**src/rtl/fb_arbiter_if.sv**
```systemverilog
// Frame-buffer arbiter bus: video reader, game requester and single RAM port.
// master = requesters/RAM side, slave = arbiter side.
interface fb_arbiter_if #(
  parameter int ADDR_W = 19,
  parameter int DATA_W = 3
);
  logic              vid_req;
  logic [ADDR_W-1:0] vid_addr;
  logic [DATA_W-1:0] vid_rdata;
  logic              vid_rvalid;
  logic              gm_req;
  logic              gm_we;
  logic [ADDR_W-1:0] gm_addr;
  logic [DATA_W-1:0] gm_wdata;
  logic              gm_gnt;
  logic [DATA_W-1:0] gm_rdata;
  logic              gm_rvalid;
  logic              game_starve;
  logic [ADDR_W-1:0] ram_address;
  logic              ram_write_enabled;
  logic [DATA_W-1:0] ram_write_data;
  logic [DATA_W-1:0] ram_read_data;

  modport master (
    output vid_req, vid_addr, gm_req, gm_we, gm_addr, gm_wdata, ram_read_data,
    input  vid_rdata, vid_rvalid, gm_gnt, gm_rdata, gm_rvalid, game_starve,
           ram_address, ram_write_enabled, ram_write_data
  );

  modport slave (
    input  vid_req, vid_addr, gm_req, gm_we, gm_addr, gm_wdata, ram_read_data,
    output vid_rdata, vid_rvalid, gm_gnt, gm_rdata, gm_rvalid, game_starve,
           ram_address, ram_write_enabled, ram_write_data
  );
endinterface

```
**src/rtl/fb_arbiter.sv**
```systemverilog
// Frame-buffer arbiter: video scan-out (strict priority) and game logic share one RAM port.
// Define FB_ARBITER_STATS_EN to add the stall-cycle and video-read statistics counters.
module fb_arbiter #(
  parameter int ADDR_W       = 19,
  parameter int DATA_W       = 3,
  parameter int STARVE_LIMIT = 64
) (
  input  logic        clock,
  input  logic        reset_n,
  fb_arbiter_if.slave bus
`ifdef FB_ARBITER_STATS_EN
  ,
  output logic [31:0] stat_stall_cycles,
  output logic [31:0] stat_vid_reads
`endif
);

  localparam int               CNT_W   = $clog2(STARVE_LIMIT + 1);
  localparam logic [CNT_W-1:0] CNT_MAX = CNT_W'(STARVE_LIMIT);

  typedef enum logic [1:0] {
    TAG_NONE,
    TAG_VID,
    TAG_GRD
  } tag_e;

  logic [ADDR_W-1:0] addr_q, addr_d;
  logic              we_q, we_d;
  logic [DATA_W-1:0] wdata_q, wdata_d;
  logic              gnt_q, gnt_d;
  tag_e              t1_q, t1_d;
  tag_e              t2_q, t2_d;
  logic [CNT_W-1:0]  wait_q, wait_d;
  logic              starve_q, starve_d;
  logic [DATA_W-1:0] vid_rdata_q, vid_rdata_d;
  logic [DATA_W-1:0] gm_rdata_q, gm_rdata_d;
  logic              vid_win;
  logic              gm_win;
  logic              vid_ret;
  logic              gm_ret;
`ifdef FB_ARBITER_STATS_EN
  logic [31:0]       stall_q, stall_d;
  logic [31:0]       vreads_q, vreads_d;
`endif

  // A grant visible this cycle blocks the game so a held request is never issued twice.
  assign vid_win = bus.vid_req;
  assign gm_win  = !bus.vid_req && bus.gm_req && !gnt_q;
  assign vid_ret = (t2_q == TAG_VID);
  assign gm_ret  = (t2_q == TAG_GRD);

  always_comb begin
    addr_d      = addr_q;
    we_d        = 1'b0;
    wdata_d     = '0;
    gnt_d       = gm_win;
    t1_d        = TAG_NONE;
    t2_d        = t1_q;
    wait_d      = '0;
    starve_d    = starve_q;
    vid_rdata_d = vid_rdata_q;
    gm_rdata_d  = gm_rdata_q;
`ifdef FB_ARBITER_STATS_EN
    stall_d     = stall_q;
    vreads_d    = vreads_q;
`endif

    if (vid_win) begin
      addr_d = bus.vid_addr;
      t1_d   = TAG_VID;
    end else if (gm_win) begin
      addr_d = bus.gm_addr;
      we_d   = bus.gm_we;
      if (bus.gm_we) begin
        wdata_d = bus.gm_wdata;
      end else begin
        t1_d = TAG_GRD;
      end
    end

    if (bus.gm_req && !gm_win) begin
      wait_d = (wait_q == CNT_MAX) ? wait_q : wait_q + CNT_W'(1);
    end
    if (wait_d == CNT_MAX) begin
      starve_d = 1'b1;
    end

    // RAM data arrives in the same cycle the tag reaches T2, so it is passed straight through.
    if (vid_ret) begin
      vid_rdata_d = bus.ram_read_data;
    end
    if (gm_ret) begin
      gm_rdata_d = bus.ram_read_data;
    end

`ifdef FB_ARBITER_STATS_EN
    if (bus.gm_req && !gm_win && (stall_q != 32'hFFFF_FFFF)) begin
      stall_d = stall_q + 32'd1;
    end
    if (vid_win) begin
      vreads_d = vreads_q + 32'd1;
    end
`endif
  end

  always_ff @(posedge clock or negedge reset_n) begin
    if (!reset_n) begin
      addr_q      <= '0;
      we_q        <= 1'b0;
      wdata_q     <= '0;
      gnt_q       <= 1'b0;
      t1_q        <= TAG_NONE;
      t2_q        <= TAG_NONE;
      wait_q      <= '0;
      starve_q    <= 1'b0;
      vid_rdata_q <= '0;
      gm_rdata_q  <= '0;
`ifdef FB_ARBITER_STATS_EN
      stall_q     <= '0;
      vreads_q    <= '0;
`endif
    end else begin
      addr_q      <= addr_d;
      we_q        <= we_d;
      wdata_q     <= wdata_d;
      gnt_q       <= gnt_d;
      t1_q        <= t1_d;
      t2_q        <= t2_d;
      wait_q      <= wait_d;
      starve_q    <= starve_d;
      vid_rdata_q <= vid_rdata_d;
      gm_rdata_q  <= gm_rdata_d;
`ifdef FB_ARBITER_STATS_EN
      stall_q     <= stall_d;
      vreads_q    <= vreads_d;
`endif
    end
  end

  assign bus.ram_address       = addr_q;
  assign bus.ram_write_enabled = we_q;
  assign bus.ram_write_data    = wdata_q;
  assign bus.gm_gnt            = gnt_q;
  assign bus.game_starve       = starve_q;
  assign bus.vid_rvalid        = vid_ret;
  assign bus.vid_rdata         = vid_rdata_d;
  assign bus.gm_rvalid         = gm_ret;
  assign bus.gm_rdata          = gm_rdata_d;
`ifdef FB_ARBITER_STATS_EN
  assign stat_stall_cycles     = stall_q;
  assign stat_vid_reads        = vreads_q;
`endif

endmodule

```
**src/flat_wrapper.sv**
```systemverilog
// flat-port wrapper written by rule: the top's interface ports become plain ports
module fb_arbiter_flat 
#(
  parameter int ADDR_W       = 19,
  parameter int DATA_W       = 3,
  parameter int STARVE_LIMIT = 64
)
  (clock, reset_n, bus_vid_req, bus_vid_addr, bus_gm_req, bus_gm_we, bus_gm_addr, bus_gm_wdata, bus_ram_read_data, bus_vid_rdata, bus_vid_rvalid, bus_gm_gnt, bus_gm_rdata, bus_gm_rvalid, bus_game_starve, bus_ram_address, bus_ram_write_enabled, bus_ram_write_data);
  fb_arbiter_if #(.ADDR_W(ADDR_W), .DATA_W(DATA_W)) bus_i ();
  input  logic clock;
  input  logic reset_n;
  input wire logic [$bits(bus_i.vid_req)-1:0] bus_vid_req;
  input wire logic [$bits(bus_i.vid_addr)-1:0] bus_vid_addr;
  input wire logic [$bits(bus_i.gm_req)-1:0] bus_gm_req;
  input wire logic [$bits(bus_i.gm_we)-1:0] bus_gm_we;
  input wire logic [$bits(bus_i.gm_addr)-1:0] bus_gm_addr;
  input wire logic [$bits(bus_i.gm_wdata)-1:0] bus_gm_wdata;
  input wire logic [$bits(bus_i.ram_read_data)-1:0] bus_ram_read_data;
  output wire logic [$bits(bus_i.vid_rdata)-1:0] bus_vid_rdata;
  output wire logic [$bits(bus_i.vid_rvalid)-1:0] bus_vid_rvalid;
  output wire logic [$bits(bus_i.gm_gnt)-1:0] bus_gm_gnt;
  output wire logic [$bits(bus_i.gm_rdata)-1:0] bus_gm_rdata;
  output wire logic [$bits(bus_i.gm_rvalid)-1:0] bus_gm_rvalid;
  output wire logic [$bits(bus_i.game_starve)-1:0] bus_game_starve;
  output wire logic [$bits(bus_i.ram_address)-1:0] bus_ram_address;
  output wire logic [$bits(bus_i.ram_write_enabled)-1:0] bus_ram_write_enabled;
  output wire logic [$bits(bus_i.ram_write_data)-1:0] bus_ram_write_data;
  assign bus_i.vid_req = bus_vid_req;
  assign bus_i.vid_addr = bus_vid_addr;
  assign bus_i.gm_req = bus_gm_req;
  assign bus_i.gm_we = bus_gm_we;
  assign bus_i.gm_addr = bus_gm_addr;
  assign bus_i.gm_wdata = bus_gm_wdata;
  assign bus_i.ram_read_data = bus_ram_read_data;
  assign bus_vid_rdata = bus_i.vid_rdata;
  assign bus_vid_rvalid = bus_i.vid_rvalid;
  assign bus_gm_gnt = bus_i.gm_gnt;
  assign bus_gm_rdata = bus_i.gm_rdata;
  assign bus_gm_rvalid = bus_i.gm_rvalid;
  assign bus_game_starve = bus_i.game_starve;
  assign bus_ram_address = bus_i.ram_address;
  assign bus_ram_write_enabled = bus_i.ram_write_enabled;
  assign bus_ram_write_data = bus_i.ram_write_data;
  fb_arbiter #(.ADDR_W(ADDR_W), .DATA_W(DATA_W), .STARVE_LIMIT(STARVE_LIMIT)) u_core (.clock(clock), .reset_n(reset_n), .bus(bus_i));
endmodule
```
**config.mk**
```make
export PLATFORM = sky130hd
export DESIGN_NAME = fb_arbiter_flat
export DESIGN_NICKNAME = d
export VERILOG_FILES = /design/src/rtl/fb_arbiter_if.sv /design/src/rtl/fb_arbiter.sv /design/src/flat_wrapper.sv
export SDC_FILE = /design/constraint.sdc
export NUM_CORES = 1
export LEC_CHECK = 0
export BUFFER_PORTS_ARGS = -buffer_cell sky130_fd_sc_hd__buf_2
export CAP_MARGIN = 40
export CORE_UTILIZATION = 42
export CTS_CLUSTER_SIZE = 40
export DETAILED_ROUTE_END_ITERATION = 6
export PLACE_DENSITY = 0.79
export SKIP_LAST_GASP = 1
export SLEW_MARGIN = 20
export SYNTH_ARGS = -nofsm -noshare
export SYNTH_HDL_FRONTEND = slang
export SYNTH_SLANG_ARGS = --single-unit
```
**constraint.sdc**
```tcl
create_clock -name clock -period 1.59 [get_ports clock]
set_input_delay 0.0795 -clock clock [delete_from_list [all_inputs] [get_ports clock]]
set_output_delay 0.0795 -clock clock [all_outputs]
set_load 0.02 [all_outputs]
```
==> impl_metrics.json, run 1 <==
{
  "yosys-top-cells-area": "dfrtp_1 (56%), mux2i_1 (11%), o21ai_0 (5.1%)",
  "drt-total-wl_um": 3948,
  "r2r-start": "u_core.wait_q[1]",
  "yosys_warnings": 0,
  "drive_gt1_share_pct": 44.92,
  "r2r_slack_ns": 0.06,
  "die_width_um": 68.60,
  "ant_nets": 0,
  "worst_pin_slew_ns": 0.5070,
  "peakVddDrop_mv": 0.5584,
  "max_slew_margin_pct": 66.20,
  "die_h_um": 68.60,
  "initial_core_util_pct": 45.27,
  "clock_latency_ns": 0.29,
  "p_int_uw": 1708,
  "final_common_cell": "buf_2",
  "ys_ff_latch": 42,
  "crit_arrival_ns": 1.72,
  "yosysTopAreaCellShare_pct": 56.41,
  "gr-total-overflow": 0,
  "max_freq_mhz": 654.5,
  "pwr-share-clk_pct": 29.0,
  "port_buffers": 81,
  "power_uw": 2373,
  "cts_sinks": 42,
  "core_region_area_um2": 4115,
  "crit_path_max_fanout": 5,
  "seq_area_frac_synth_pct": 56.41,
  "firstDrtPassIters": 4,
  "p_sw_uw": 665.5,
  "criticalPathCategory": "reg -> reg",
  "final.setup_skew_ns": 0.004270,
  "maxCapViolations": 0,
  "holdPathStages": 1,
  "synth_fp_nets": 214,
  "cp-start-kind": "flop",
  "outcome": "finished clean",
  "wire_per_inst_um": 12.90,
  "power_frac_seq_pct": 50.6,
  "synth_area_um2": 1863,
  "worst_setup_path_end_kind": "flop",
  "cts_made_buffers": 5,
  "synth_cell_types": 31,
  "postSynthCellCount": 163,
  "required_ns": 1.78,
  "gp_congestion": 0.8470,
  "synth_top_cell_by_area": "dfrtp_1",
  "period_minus_slack_ns": 1.528,
  "hold_viol_final": 0,
  "antenna_found_initial": 0,
  "via_per_inst": 4.853,
  "post-route-util_pct": 60.81,
  "cts-root-buf": "clkbuf_8",
  "grt_pass1_wl_um": 5733,
  "slew_viol_final": 0,
  "combPwrFrac_pct": 20.4,
  "period_share_pct": 96.10,
  "dpl.hpwl_um": 2981,
  "drtIter0Drc": 108,
  "synthToLayoutAreaGrowth_pct": 34.32,
  "regToRegEndpoint": "u_core.bus.game_starve",
  "min-delay-path-class": "in -> reg",
  "vias": 1485,
  "grt_usage_pct": 16.92,
  "grt_pass1_vias": 1344,
  "avgSynthCellArea_um2": 11.43,
  "path_clk_slew_ns": 0.07,
  "cts_buffer_depth": 2,
  "antennaDiodeCount": 0,
  "std_cell_rows": 23,
  "holdPathEnd": "u_core.t1_q[0]",
  "finalNetCount": 306,
  "powerDensity_nw_per_um2": 948.4,
  "p_sw_share_pct": 28.04,
  "cts_tree": "built",
  "hp-start": "bus_vid_req",
  "cellLeakagePower_uw": 0.001289,
  "die_area_um2": 4706,
  "finalSetupViolations": 0,
  "grt_start_max_net_pins": 43,
  "layout_common_cells": "buf_2 (81), dfrtp_1 (40), nand2_1 (21)",
  "drc": 0,
  "rr_worst_depth": 5,
  "h-tree-depth": 2,
  "pin_count": 82
}
-- cell usage after synthesis --
cell type  count
and3_1         4
a2111oi_0      1
nor3b_1        1
ha_1           2
nand2_1       21
xnor2_1        2
dfrtp_1       42
mux2i_1       20
nand2b_1       1
and2_1         1
nor4_2         1
a21oi_1        1
o21ai_2        1
nor3_1         2
a311oi_1       1
nand3_1        5
xor2_1         5
and4_2         1
buf_4          2
buf_2          3
inv_1          5
clkbuf_1       2
and2b_2        1
nor4b_2        1
o41ai_2        1
nor4_1         2
nor2b_1        2
nand4_1        1
nor2_1         6
o21ai_0       19
mux2_2         6
-- power groups by stage --
stage	registers, uW	logic [uW]	clock network [uW]
6_report	1200	484	688
5_1_grt	1220	532	756
4_1_cts	1200	490	712
3_5_place_dp	1220	485	0
3_3_place_gp	1220	474	0
2_1_floorplan	1300	191	0
-- cell families after synthesis --
kind of cell               synth area share, %
AOI/OAI and AO/OA                        7.656
xor gates and xnor gates                 3.291
adders and majority gates                1.343
buffers and inverters                    3.022
DFF                                      56.41
muxes                                    14.37
and+or+nand+nor                          13.90
-- per-stage QoR --
stage | area [um2] | hold slack (ns) | worst slack, ns | setup TNS, ns | cells
after CTS | 2479 | 0.01047 | 0.04083 | 0 | 306
after global routing | 2502 | 0.01300 | -0.02641 | -0.02641 | 306
final | 2502 | 0.01344 | 0.06204 | 0 | 306
after floorplan | 1863 | -0.2161 | 0.02191 | 0 | 163
after global placement | 2365 | 0.1672 | 0.1062 | 0 | 296
after detailed placement | 2365 | 0.1730 | 0.04534 | 0 | 296
-- state kept, by name, summed over array words and instances (netlist names) --
name                          count
u_core.t1_q                       2
u_core.wait_q                     7
u_core.vid_rdata_q                3
u_core.bus.ram_write_enabled      1
u_core.bus.ram_address           19
u_core.gm_rdata_q                 3
u_core.bus.ram_write_data         3
u_core.t2_q                       2
u_core.bus.game_starve            1
u_core.bus.gm_gnt                 1
-- timing repair --
item                                   CTS  global route
pin swaps                                0             0
setup endpoints to repair                3             1
endpoints found under the hold margin   43             0
setup buffers                            0             0
gates resized for setup                  1             6
hold buffers                             2             0
-- final cells by class --
cell class                      instances  area (um2)
Clock inverter                          1       5.005
Multi-Input combinational cell        109       783.3
Tap cell                               50       62.56
Inverter                                5       18.77
Sequential cell                        42        1054
Clock buffer                            7       86.33
Fill cell                             376        1613
Timing Repair Buffer                   92       493.0
-- routing by layer --
metal,global-route usage [%],vias to the layer above,share of wire [%]
li1,-,752,-
met1,18.65,682,43
met2,29.66,45,51
met3,5.921,6,4.9
met4,6.510,0,1.3
met5,0,-,0
-- worst max-delay path: stages (launching register included) --
cell	delay, ns
dfrtp_1	0.43
ha_1	0.22
buf_4	0.15
nor4_1	0.33
nor4_2	0.10
o41ai_2	0.20
-- how the worst max path moves through the flow --
stage	from	end	slack (ns)	cells after the start
after floorplan	u_core.wait_q[0]	u_core.bus.game_starve	0.02	6
after global placement	u_core.wait_q[1]	u_core.bus.game_starve	0.11	6
after detailed placement	u_core.wait_q[1]	u_core.bus.game_starve	0.05	6
after CTS	u_core.wait_q[1]	u_core.bus.game_starve	0.04	6
after global routing	u_core.wait_q[1]	u_core.bus.game_starve	-0.03	5
final	u_core.wait_q[1]	u_core.bus.game_starve	0.06	5
Note: power is estimated with default switching activity, not from simulation.
==> run 2, diff against run 1 <==
--- a/config.mk
+++ b/config.mk
@@ -7,10 +7,10 @@
 export LEC_CHECK = 0
 export BUFFER_PORTS_ARGS = -buffer_cell sky130_fd_sc_hd__buf_2
 export CAP_MARGIN = 40
-export CORE_UTILIZATION = 42
+export CORE_UTILIZATION = 40
 export CTS_CLUSTER_SIZE = 40
 export DETAILED_ROUTE_END_ITERATION = 6
-export PLACE_DENSITY = 0.79
+export PLACE_DENSITY = 0.76
 export SKIP_LAST_GASP = 1
 export SLEW_MARGIN = 20
 export SYNTH_ARGS = -nofsm -noshare
==> run 2 against run 1 <==
Net effect:
- routed wire length is 1.6% higher
- core utilization fell by 2.8 points
- clock power is 10% lower
- via count grew 1.1%
- critical path depth rose by 1
- combinational power increased by 1%
==> impl_metrics.json, run 2 (synthesized netlist as in run 1, its figures left out) <==
{
  "outcome": "finished clean",
  "min-delay-path-class": "in -> reg",
  "place_inst": 299,
  "largest_reg_flops": 19,
  "power_frac_seq_pct": 52.1,
  "ff_latch_area_um2": 1059,
  "pin_count": 82,
  "drive_gt1_share_pct": 47.67,
  "p_sw_share_pct": 27.92,
  "critPathLaunch": "u_core.wait_q[0]",
  "holdPathStages": 2,
  "routed-wl-met3_um": 238,
  "firstDrtPassIters": 4,
  "h-tree-depth": 2,
  "cp-start-kind": "flop",
  "antennaDiodeCount": 0,
  "crit_path_max_fanout": 4,
  "slew_viol_final": 0,
  "combPwrFrac_pct": 21.2,
  "layout_common_cells": "buf_2 (81), dfrtp_1 (36), mux2i_1 (20), nand2_1 (20), o21ai_0 (19)",
  "final_common_cell": "buf_2",
  "hp-start": "bus_gm_we",
  "drt-total-wl_um": 4013,
  "p_int_uw": 1667,
  "finalSetupViolations": 0,
  "stdcell_area_um2": 2562,
  "num-fill-cells": 383,
  "crit_arrival_ns": 1.67,
  "setup_tns_ns": 0,
  "drtIter0Drc": 33,
  "met2_length_um": 2036,
  "path_clk_slew_ns": 0.07,
  "period_minus_slack_ns": 1.509,
  "peakVddDrop_mv": 0.6072,
  "worst_setup_path_end_kind": "flop",
  "maxCapViolations": 0,
  "grt_pass1_vias": 1505,
  "vias": 1501,
  "post-route-util_pct": 58.05,
  "die_h_um": 70.25,
  "gp_congestion": 0.9252,
  "pwr-share-clk_pct": 26.7,
  "multiInputGateArea_um2": 830.8,
  "cts_made_buffers": 5,
  "period_share_pct": 94.88,
  "required_ns": 1.75,
  "core_region_area_um2": 4414,
  "cts_tree": "built",
  "grt_start_max_net_pins": 39,
  "wire_per_inst_um": 12.95,
  "worst_pin_slew_ns": 0.5631,
  "die_width_um": 70.25,
  "placed_cell_area_um2": 2375,
  "synthToLayoutAreaGrowth_pct": 37.54,
  "clock_latency_ns": 0.28,
  "hold_viol_final": 0,
  "cellLeakagePower_uw": 0.001307,
  "grt_pass1_wl_um": 6782,
  "final.setup_skew_ns": 0.003275,
  "wirelength_met1_um": 1647,
  "layoutNonFillerInstCount": 310,
  "highest_layer": "met4",
  "cts_sinks": 42,
  "cts-root-buf": "clkbuf_8",
  "max_slew_margin_pct": 62.46,
  "power_uw": 2313,
  "r2r-start": "u_core.wait_q[0]",
  "powerDensity_nw_per_um2": 902.5,
  "cts_buffer_depth": 2,
  "grt_usage_pct": 17.63,
  "ant_nets": 0,
  "finalNetCount": 309,
  "die_area_um2": 4934,
  "std_cell_rows": 24,
  "initial_core_util_pct": 42.21,
  "via_per_inst": 4.842,
  "port_buffers": 81,
  "criticalPathCategory": "reg -> reg",
  "drc": 0,
  "p_sw_uw": 645.7,
  "gr-total-overflow": 0,
  "dpl.hpwl_um": 2988,
  "max_freq_mhz": 662.9,
  "rr_worst_depth": 6,
  "antenna_found_initial": 0
}
[run 2: power by group through the flow]
stage	sequential [uW]	clock, uW	combinational [uW]
finish	1200	617	491
CTS	1210	647	488
floorplan	1300	0	191
global route	1220	692	544
global placement	1220	0	472
detailed placement	1230	0	486
[run 2: area by class of cell]
class	count	share of cell area [%]
Clock buffer	7	2.979
Inverter	5	0.7324
Multi-Input combinational cell	109	32.42
Sequential cell	42	41.31
Tap cell	52	2.539
Timing Repair Buffer	95	20.02
[run 2: repair_timing]
action	4_1_cts	5_1_grt
resized for setup	2	15
pin swaps	0	2
hold endpoints to repair	24	0
cloned	0	0
buffers inserted	0	3
hold buffers	1	0
setup endpoints to repair	4	2
[run 2: final timing paths]
check | to | slack, ns
min | u_core.t1_q[1] | 0.009
max reg2reg | u_core.bus.game_starve | 0.08
min in group asynchronous | u_core.wait_q[6] | 0.32
max in group asynchronous | u_core.bus.ram_write_data[2] | 0.70
max | u_core.bus.game_starve | 0.08
min reg2reg | u_core.t2_q[1] | 0.35
[run 2: metrics by stage]
step	worst slack, ns	hold slack, ns
5_1_grt	-0.01119	0.005249
6_report	0.08147	0.008574
3_5_place_dp	-0.008224	0.1185
3_3_place_gp	0.07605	0.1073
2_1_floorplan	0.02191	-0.2161
4_1_cts	0.02582	0.007970
[run 2: routing by layer]
metal  up-vias  GRT usage [%]
met5         -              0
met4         0          8.667
met3         9          3.896
met2        66          29.42
met1       676          21.40
li1        750              -
[run 2: critical path, stage by stage (launching register included)]
cell     delay, ns
dfrtp_2       0.39
inv_1         0.07
ha_1          0.22
nand2_2       0.10
and2b_2       0.25
nor4_4        0.27
o41ai_2       0.10
